$ cat src/rtl/fetch_pkg.sv
// Shared types and constants for the instruction fetch unit: FSM encoding,
// word/step widths, default reset PC and a PC alignment helper.
package fetch_pkg;
  localparam int INSTR_W   = 32;
  localparam int PC_W      = 32;
  localparam int BUF_DEPTH = 2;

  localparam logic [PC_W-1:0] PC_STEP          = 32'd4;
  localparam logic [PC_W-1:0] DEFAULT_RESET_PC = 32'h0000_0000;

  typedef enum logic [1:0] {
    IDLE = 2'd0,
    REQ  = 2'd1,
    DROP = 2'd2
  } fetch_state_e;

  function automatic logic [PC_W-1:0] word_align(input logic [PC_W-1:0] a);
    return a & ~(PC_W'(3));
  endfunction
endpackage

$ cat src/rtl/fetch_buffer.sv
// Two-entry in-order FIFO holding fetched {instr, pc} pairs for decode.
// Flush empties it in one cycle; pointers/count are reset, storage is not.
module fetch_buffer
  import fetch_pkg::*;
#(
  parameter int DATA_W = INSTR_W + PC_W
) (
  input  logic              clk,
  input  logic              rst_n,
  input  logic              flush,
  input  logic              push,
  input  logic [DATA_W-1:0] push_data,
  input  logic              pop,
  output logic [DATA_W-1:0] head_data,
  output logic [1:0]        count
);
  localparam logic [1:0] FULL_CNT = 2'(BUF_DEPTH);

  logic [DATA_W-1:0] mem [BUF_DEPTH];
  logic              wr_ptr;
  logic              rd_ptr;
  logic              do_push;
  logic              do_pop;

  assign do_push = push && (count != FULL_CNT) && !flush;
  assign do_pop  = pop && (count != 2'd0) && !flush;

  always_ff @(posedge clk or negedge rst_n) begin
    if (!rst_n) begin
      wr_ptr <= 1'b0;
      rd_ptr <= 1'b0;
      count  <= 2'd0;
    end else if (flush) begin
      wr_ptr <= 1'b0;
      rd_ptr <= 1'b0;
      count  <= 2'd0;
    end else begin
      if (do_push) wr_ptr <= ~wr_ptr;
      if (do_pop)  rd_ptr <= ~rd_ptr;
      case ({do_push, do_pop})
        2'b10:   count <= count + 2'd1;
        2'b01:   count <= count - 2'd1;
        default: count <= count;
      endcase
    end
  end

  always_ff @(posedge clk) begin
    if (do_push) mem[wr_ptr] <= push_data;
  end

  assign head_data = mem[rd_ptr];
endmodule

$ cat src/rtl/instr_fetch_unit.sv
// Instruction fetch: one outstanding memory request, 2-entry decode buffer,
// redirect with drop of an in-flight stale response.
module instr_fetch_unit
  import fetch_pkg::*;
#(
  parameter logic [31:0] RESET_PC = DEFAULT_RESET_PC
) (
  input  logic        clk,
  input  logic        rst_n,
  output logic        imem_req,
  output logic [31:0] imem_addr,
  input  logic        imem_ack,
  input  logic [31:0] imem_rdata,
  input  logic        redirect_valid,
  input  logic [31:0] redirect_pc,
  output logic        dec_valid,
  output logic [31:0] dec_instr,
  output logic [31:0] dec_pc,
  input  logic        dec_ready
);
  localparam logic [PC_W-1:0] RST_PC   = word_align(RESET_PC);
  localparam logic [1:0]      FULL_CNT = 2'(BUF_DEPTH);

  fetch_state_e                state_q;
  fetch_state_e                state_d;
  logic [PC_W-1:0]             pc_q;
  logic [PC_W-1:0]             pc_d;
  logic [PC_W-1:0]             drop_addr_q;
  logic [PC_W-1:0]             drop_addr_d;
  logic [1:0]                  count;
  logic [1:0]                  count_next;
  logic                        space_next;
  logic                        buf_valid;
  logic                        push;
  logic                        pop;
  logic [INSTR_W+PC_W-1:0]     head;

  // Redirect wins over everything: no push, no pop, buffer flushed.
  assign buf_valid  = (count != 2'd0);
  assign pop        = buf_valid && dec_ready && !redirect_valid;
  assign push       = (state_q == REQ) && imem_ack && !redirect_valid;
  assign count_next = count + {1'b0, push} - {1'b0, pop};
  assign space_next = (count_next < FULL_CNT);

  fetch_buffer #(
    .DATA_W (INSTR_W + PC_W)
  ) u_buf (
    .clk       (clk),
    .rst_n     (rst_n),
    .flush     (redirect_valid),
    .push      (push),
    .push_data ({imem_rdata, pc_q}),
    .pop       (pop),
    .head_data (head),
    .count     (count)
  );

  always_comb begin
    state_d     = state_q;
    pc_d        = pc_q;
    drop_addr_d = drop_addr_q;
    if (redirect_valid) begin
      pc_d = word_align(redirect_pc);
      // An unanswered request must still complete at its old address.
      if ((state_q != IDLE) && !imem_ack) begin
        state_d = DROP;
        if (state_q == REQ) drop_addr_d = pc_q;
      end else begin
        state_d = REQ;
      end
    end else begin
      case (state_q)
        IDLE: if (space_next) state_d = REQ;
        REQ: begin
          if (imem_ack) begin
            pc_d = pc_q + PC_STEP;
            if (!space_next) state_d = IDLE;
          end
        end
        DROP: if (imem_ack) state_d = space_next ? REQ : IDLE;
        default: state_d = IDLE;
      endcase
    end
  end

  always_ff @(posedge clk or negedge rst_n) begin
    if (!rst_n) begin
      state_q <= IDLE;
      pc_q    <= RST_PC;
    end else begin
      state_q <= state_d;
      pc_q    <= pc_d;
    end
  end

  always_ff @(posedge clk) begin
    drop_addr_q <= drop_addr_d;
  end

  assign imem_req  = (state_q != IDLE);
  assign imem_addr = (state_q == DROP) ? drop_addr_q : pc_q;

  assign dec_valid = buf_valid;
  assign dec_instr = buf_valid ? head[INSTR_W+PC_W-1:PC_W] : '0;
  assign dec_pc    = buf_valid ? head[PC_W-1:0] : '0;
endmodule

$ cat config.mk
export PLATFORM = sky130hd
export DESIGN_NAME = instr_fetch_unit
export DESIGN_NICKNAME = d
export VERILOG_FILES = /design/src/rtl/fetch_pkg.sv /design/src/rtl/fetch_buffer.sv /design/src/rtl/instr_fetch_unit.sv
export SDC_FILE = /design/constraint.sdc
export NUM_CORES = 1
export LEC_CHECK = 0
export CAP_MARGIN = 20
export CELL_PAD_IN_SITES_DETAIL_PLACEMENT = 1
export CELL_PAD_IN_SITES_GLOBAL_PLACEMENT = 2
export CORE_MARGIN = 2
export CORE_UTILIZATION = 32
export DETAILED_ROUTE_END_ITERATION = 6
export GPL_TIMING_DRIVEN = 0
export PLACE_DENSITY_LB_ADDON = 0.3
export SYNTH_ARGS = -nofsm -noshare
export SYNTH_HDL_FRONTEND = slang
export SYNTH_HIERARCHICAL = 1
export SYNTH_SLANG_ARGS = --single-unit
export TNS_END_PERCENT = 5
$ cat constraint.sdc
create_clock -name clk -period 5.82 [get_ports clk]
set_input_delay 1.164 -clock clk [delete_from_list [all_inputs] [get_ports clk]]
set_output_delay 1.164 -clock clk [all_outputs]
set_load 0.005 [all_outputs]
### Word-level counts from Yosys, hierarchy flattened

Memory sizes are Yosys's and may differ from the RTL's.
Cells that the tools add are included.

| operators by class | value |
|---|---|
| $add $sub $neg | 5 |
| order comparisons | 1 |
| equality and inequality tests | 9 |
| mux-type cells | 22 |
| bitwise gates (word level) | 2 |
| reduce and logical (&&, ||, !) cells | 22 |

Operator list:

| cell | count |
|---|---|
| $mux W32 | 6 |
| $add A32 B3 Y32 const B | 1 |
| $mux W2 | 7 |
| $ne A3 B3 Y1 const B | 4 |
| $reduce_bool A2 Y1 | 6 |
| $logic_and A1 B1 Y1 | 9 |
| $mux W1 | 7 |
| $pmux W2 S3 | 1 |
| $eq A2 B1 Y1 const B | 2 |
| $eq A2 B2 Y1 const B | 2 |
| $pmux W2 S2 | 1 |
| $reduce_and A4 Y1 | 1 |
| $reduce_and A3 Y1 | 1 |
| $reduce_bool A3 Y1 | 1 |
| $add A2 B1 Y2 | 1 |
| $add A2 B1 Y2 const B | 1 |
| $logic_not A1 Y1 | 2 |
| $logic_not A2 Y1 | 1 |
| $lt A2 B2 Y1 const B | 1 |
| $ne A2 B2 Y1 const B | 1 |
| $not A1 Y1 | 2 |
| $reduce_and A2 Y1 | 1 |
| $sub A2 B1 Y2 | 1 |
| $sub A2 B1 Y2 const B | 1 |

| word-level totals | value |
|---|---|
| flip-flop bits (word level) | 70 |
| memory bits (writable) | 128 |
| bits of input ports | 69 |
| output and inout bits | 98 |
| logic and storage cells | 68 |
| memories kept | 1 |

Memory list:

| name | words | bits a word | read ports | clocked after memory_dff | write ports | RTL line | RTL |
|---|---|---|---|---|---|---|---|
| u_buf.mem | 2 | 64 | 1 | 0 | 1 | fetch_buffer.sv:19 | `logic [DATA_W-1:0] mem [BUF_DEPTH];` |

### Logic depth before layout (Yosys ltp)

Gate-level depths: netlist of the first run.

| logic depth | value |
|---|---|
| depth in word-level cells | 10 |
| depth in mapped cells | 9 |
| mapped depth without buffers | 8 |

### Hierarchy

Netlist of the first run, hierarchy kept.

By module, submodules not included:

| module | times used | cells an instance | area an instance (µm²) |
|---|---|---|---|
| fetch_buffer | 1 | 224 | 4839.6 |
| instr_fetch_unit | 1 | 381 | 3738.6 |

### Worst setup path after synthesis of the first run

No wires, ideal clock.

| path | value |
|---|---|
| path kind | input to register |
| start | input port redirect_valid |
| end | memory u_buf/mem[1][0] (netlist name) (enable) |
| setup time | 0.578 ns |
| arrival time | 6.704 ns |
| required time | 5.242 ns |
| slack | -1.461 ns |
| stages | 5 |
| path buffers | 2 |
| path through | clkbuf_1 -> clkbuf_1 -> nor2_1 -> nand2_1 -> nor3b_1 |

| on the way | value |
|---|---|
| longest elaborated chain between the ends | 6 |

Ends and longest elaborated chain:

| what | RTL line | RTL |
|---|---|---|
| start, declared | instr_fetch_unit.sv:14 | `input logic redirect_valid,` |
| $logic_not A1 Y1 | instr_fetch_unit.sv:41 | `assign push = (state_q == REQ) && imem_ack && !redirect_valid;` |
| $logic_and A1 B1 Y1 | instr_fetch_unit.sv:41 |  |
| named net push | instr_fetch_unit.sv:34 | `logic push;` |
| $logic_and A1 B1 Y1 (2 in a row) | fetch_buffer.sv:25 | `assign do_push = push && (count != FULL_CNT) && !flush;` |
| $mux W1 | fetch_buffer.sv:49 | `if (do_push) mem[wr_ptr] <= push_data;` |
| $mux W1 (implied by the code) | fetch_buffer.sv:49 |  |
| end, declared | fetch_buffer.sv:19 |  |

The timed path passes the listed nets, and every way through them passes these cells.

### Worst setup path in the final report of the first run

| path | value |
|---|---|
| start | input port redirect_valid |
| end | memory u_buf/mem[0][23] (netlist name) (enable) |

Same word-level chain as after synthesis.

==> results of run 1 <==
## flip-flops by register name, summed over array words and instances, names as in the netlist
signal,flops
u_buf/mem,128
drop_addr_q,30
pc_q,30
state_q,2
u_buf/count,2
u_buf/rd_ptr,1
u_buf/wr_ptr,1
## synthesized netlist by cell type, types with 6 or more instances
cell type	n
nand3_1	18
nor3_1	6
xnor2_1	7
clkbuf_1	17
nor2b_1	10
a21oi_1	10
mux2_2	90
a31oi_1	12
edfxtp_1	158
nor2_1	16
buf_4	7
or4_1	9
xor2_1	6
and2_1	65
nand4_1	13
o31ai_1	8
nand2_1	24
dfrtp_1	36
o21ai_0	25
## per-stage QoR
step                      hold WS [ns]  setup slack, ns
after global placement          0.4764           -4.951
after detailed placement        0.4904            1.177
after CTS                       0.5102            1.650
after floorplan                 0.4539           -1.110
final                           0.5052            1.686
after global routing            0.5475            1.505
## final cells by class
type,count,area (um2)
fill,2656,14770
tap,335,419.2
multi-input combinational,376,2791
timing repair buffer,178,1826
inverter,6,22.52
buffer,34,160.2
clock buffer,18,429.2
clock inverter,14,141.4
sequential,194,5645
## power groups by stage
stage	combinational, uW	sequential (uW)	clock, uW
final	393	1630	1160
after CTS	403	1630	1200
after floorplan	169	1640	0
after global placement	377	1670	0
after detailed placement	400	1670	0
after global routing	431	1650	1250
## critical path: stages
cell	delay [ns]
clkdlybuf4s50_1	0.67
clkbuf_1	0.34
clkbuf_1	0.30
nor2_1	0.51
nand2_1	0.24
nor3_2	0.46
buf_6	0.23
buf_6	0.17
buf_6	0.17
## worst max-delay path by stage
stage / startpoint / end / slack [ns] / depth (start not counted)
2_1_floorplan: redirect_valid / u_buf/mem[0][0] / -1.11 / 5
3_3_place_gp: redirect_valid / u_buf/mem[0][42] / -4.95 / 6
3_5_place_dp: redirect_valid / u_buf/mem[0][26] / 1.18 / 9
4_1_cts: state_q[0] / imem_addr[17] / 1.65 / 5
5_1_grt: redirect_valid / u_buf/mem[0][23] / 1.51 / 9
6_report: redirect_valid / u_buf/mem[0][23] / 1.69 / 9
## cell families after synthesis
group,Yosys count,share of synthesized area
flip-flops,194,0.6581
adder cells (fa/ha/maj),2,0.002917
XOR/XNOR,13,0.01327
AND/OR/NAND/NOR,195,0.1336
buffers and inverters,40,0.02129
other,1,0.0004372
multiplexers,95,0.1244
AO/OA/AOI/OAI,65,0.04595
## layer usage
| layer | vias up | track usage |
|---|---|---|
| met3 | 14 | 0.03002 |
| li1 | 2670 | - |
| met5 | - | 0 |
| met1 | 2900 | 0.2183 |
| met4 | 0 | 0.03327 |
| met2 | 150 | 0.2816 |
==> metrics.cfg, run 1 <==
[outcome]
status = finished clean

[timing]
rsz0062_at_grt = false
fin_crit_sh = 0.7104
setup_tns_ns = 0
slew_viol_final = 0
skew_ns = 0.01468
worst_pin_slew_ns = 0.9095
setup_viol = 0
finalHoldViolCount = 0
timing.final.crit_period_ns = 4.134
max_clock_freq_mhz = 241.9
relSlewSlack = 0.3881

[floorplanning]
num_rows = 59
io_pins = 167
die_y_um = 167.7
start_util = 0.3273
dieArea_mm2 = 0.02813
die_w_um = 167.7
coreArea_mm2 = 0.02621

[run]
cap_viol_max_count = 0

[synth]
syn_inst = 605
ys_seq_area_frac = 0.6581
yosysTopAreaCell = edfxtp_1
synth-async-reset-ratio = 0.1856
netlist_area_mm2 = 0.008578
yosys_warnings = 6
synth.avg_cell_area_um2 = 14.18
synth_edf_count = 158
yosys.area.top_type_share = 0.5531
synth_area_leaders = edfxtp_1, mux2_2, dfrtp_1
synthDistinctLibCells = 49
ys.flop_type = edfxtp_1
synth_seq_cells = 194

[power]
power_leakage_uw = 0.003873
switchingPower_uw = 817.4
intPower_uw = 2370
combinationalPowerShare = 0.123
pwr-share-seq = 0.513
p_clk_frac = 0.364
pwr_density_cell_mw_per_mm2 = 278.7
power_uw = 3187
swShare = 0.2564
ir_drop_mv = 0.1416

[global_routing]
antenna_found_initial = 0
grt_max_degree = 37
grt_first_pass_wirelength_um = 35510
grt_use_total = 0.1640
first_global_vias = 6204
grt-ovfl-total = 0

[route]
via_per_inst = 4.965
drc = 0
drtIter0Drc = 295
firstDrtPassIters = 4
wl_um = 22650
via_count = 5734
wl_met1_um = 10280
drtAntennaViolNets = 0
post_drt_wl_per_cell_um = 19.61
maxUsedRoutingLayer = met4
wl_met2_um = 11320
dr_wl_met3_um = 904

[clock_tree]
numCtsBuffers = 17
cts_max_level = 4
cts_setup_buffers = 0
path_clk_slew_ns = 0.08
cts_sinks = 194
clock_path_buffers = 2
cts_resized = 0
clock_latency_ns = 0.43
cts_tree = done
hold_buffers = 0
root_buffer = clkbuf_16

[final_layout]
fin_cells = 1155
post-route-util = 0.4363
final_common_cell = clkdlybuf4s50_1
area_growth_syn_to_layout_pct = 33.30
fin_area_mm2 = 0.01143
fin_nets = 878
layout_common_cells = clkdlybuf4s50_1, edfxtp_1, mux2_2
diodes = 0
drive_gt1_frac = 0.1939

[setup_path]
rr_startpoint = state_q[0]
cp-end-kind = flop
critPathKind = input pin to flop
r2r_end = u_buf/mem[0][23]
critPathRequiredTime_ns = 5.96
rr_worst_depth = 7
cp-start-kind = input pin
r2r_slack_ns = 3.12
cp.arrival_ns = 4.28
crit_fanout = 10

[min_path]
hold_start = pc_q[10]
min_delay_path_depth = 0
holdPathEnd = u_buf/mem[1][10]
worstHoldPathType = flop to flop

[placed_design]
place.gp.congestion = 0.8431
io_buffers = 162
placed_area_mm2 = 0.01086
post-dp-hpwl_um = 16470
dp_cells = 1123

(Power assumes the default switching activity.)
==> run 2, diff against run 1 <==
==> constraint.sdc (replaced) <==
create_clock -name clk -period 3.7 [get_ports clk]
set_input_delay 0.74 -clock clk [delete_from_list [all_inputs] [get_ports clk]]
set_output_delay 0.74 -clock clk [all_outputs]
set_load 0.005 [all_outputs]
==> run 2 against run 1 <==
Effect of this change: combinational power up 59%; clock power grew 59%; sequential share of layout area down 0.11 points; setup slack worse by 1.4 ns; utilization up 0.10 points; cell count shrank 0.43%; largest power group unchanged.
==> metrics.cfg, run 2 (same netlist as run 1, synthesis figures left out) <==
[floorplanning]
dieArea_mm2 = 0.02813
die_w_um = 167.7
die_y_um = 167.7
num_rows = 59
start_util = 0.3273
io_pins = 167
coreArea_mm2 = 0.02621

[setup_path]
cp-end-kind = output port
cp_cell_sequence = and2b_1, clkbuf_1, clkbuf_2, mux2_2, clkdlybuf4s50_1
cp.arrival_ns = 2.70
cp_slowest_cell = dfrtp_1
critPathRequiredTime_ns = 2.96
worstSetupPathDepth = 5
cp-start-kind = flop
cp_top_family = buffers and inverters
crit_fanout = 10
critPathKind = flop to output port
max_stage_delay_ns = 0.48
path_buf_inv = 3
rr_worst_depth = 8

[clock_tree]
root_buffer = clkbuf_16
cts_setup_buffers = 0
clock_path_buffers = 2
cts_sinks = 194
cts_max_level = 4
hold_buffers = 0
clock_latency_ns = 0.43
cts_tree = done
numCtsBuffers = 17
path_clk_slew_ns = 0.08

[route]
wl_um = 22150
firstDrtPassIters = 4
via_per_inst = 4.940
drc = 0
drtIter0Drc = 252
post_drt_wl_per_cell_um = 19.26
via_count = 5681
drtAntennaViolNets = 0

[timing]
max_clock_freq_mhz = 291.0
timing.final.crit_period_ns = 3.436
setup_viol = 0
holdWs_ns = 0.2531
finalHoldViolCount = 0
skew_ns = 0.01555
rsz0062_at_grt = false
setup_tns_ns = 0
fin_crit_sh = 0.9286
relSlewSlack = 0.3858
worst_pin_slew_ns = 0.9129
slew_viol_final = 0

[final_layout]
layout_common_cells = clkdlybuf4s50_1, edfxtp_1, mux2_2
largestRegisters = u_buf/mem: 128 flops, drop_addr_q: 30 flops, pc_q: 30 flops
multiInputGateArea_mm2 = 0.002809
drive_gt1_frac = 0.1951
largest_reg_flops = 128
post-route-util = 0.4373
area_growth_syn_to_layout_pct = 33.61
regMostFlops = u_buf/mem
register_area_mm2 = 0.005645
fill_cells = 2674
fin_nets = 873
diodes = 0
final_common_cell = clkdlybuf4s50_1
fin_area_mm2 = 0.01146

[power]
ir_drop_mv = 0.2124
power_leakage_uw = 0.003871
pwr_density_cell_mw_per_mm2 = 438.9

[placed_design]
placed_area_mm2 = 0.01087
post-dp-hpwl_um = 16120
io_buffers = 162
place.gp.congestion = 0.8238

[global_routing]
grt_max_degree = 37
antenna_found_initial = 0
grt-ovfl-total = 0
first_global_vias = 6168
grt_use_total = 0.1620
grt_first_pass_wirelength_um = 35270

[outcome]
status = finished clean

[min_path]
worstHoldPathType = input pin to async pin

[run]
cap_viol_max_count = 0

[run 2: cell count changes in the layout (fill, tap and decap cells not counted), moves of 2 or more]
cell,delta
inv_6,-2
buf_6,-9
buf_1,-3
buf_8,+5
clkbuf_2,+3
inv_8,+2
buf_4,-2
[run 2: cell type report]
| type | count | area share |
|---|---|---|
| sequential | 194 | 0.4926 |
| multi-input combinational | 376 | 0.2451 |
| timing repair buffer | 173 | 0.1580 |
| clock buffer | 17 | 0.03712 |
| tap | 335 | 0.03657 |
| buffer | 34 | 0.01430 |
| clock inverter | 15 | 0.01408 |
| inverter | 6 | 0.002293 |
[run 2: layer usage]
| layer | up-vias | global-route usage | routed length (um) |
|---|---|---|---|
| met1 | 2837 | 0.2191 | 10250 |
| met3 | 18 | 0.02954 | 890 |
| li1 | 2662 | - | - |
| met5 | - | 0 | 0 |
| met2 | 164 | 0.2728 | 10830 |
| met4 | 0 | 0.03554 | 181 |
[run 2: stage by stage]
stage	worst slack, ns	instances	total power, uW
floorplan	-0.7924	610	2848
global placement	-3.384	1107	3211
detailed placement	-0.4491	1118	3250
CTS	0.001175	1150	5107
global route	0.01509	1150	5244
finish	0.2641	1150	5030
[run 2: timing repair]
action,CTS,global route
hold endpoints to repair,0,0
gates cloned,0,0
gates resized for setup,1,4
setup endpoints to repair,1,28
[run 2: path summary, 6_finish.rpt]
kind | start | to | slack, ns
worst max-delay path | state_q[0] | imem_addr[14] | 0.26
worst min-delay path | rst_n | pc_q[26] | 0.25
worst max register to register | u_buf/count[1] | state_q[0] | 1.17
worst min register to register | pc_q[10] | u_buf/mem[0][10] | 0.51
max in group asynchronous | rst_n | u_buf/count[0] | 3.22
min in group clk | pc_q[10] | u_buf/mem[0][10] | 0.51
[run 2: power by group]
| group | leakage, uW | internal (uW) | switching (uW) |
|---|---|---|---|
| clock network | 0.000289 | 912 | 925 |
| logic | 0.00174 | 356 | 266 |
| registers | 0.00185 | 2470 | 101 |
| total | 0.00387 | 3740 | 1290 |
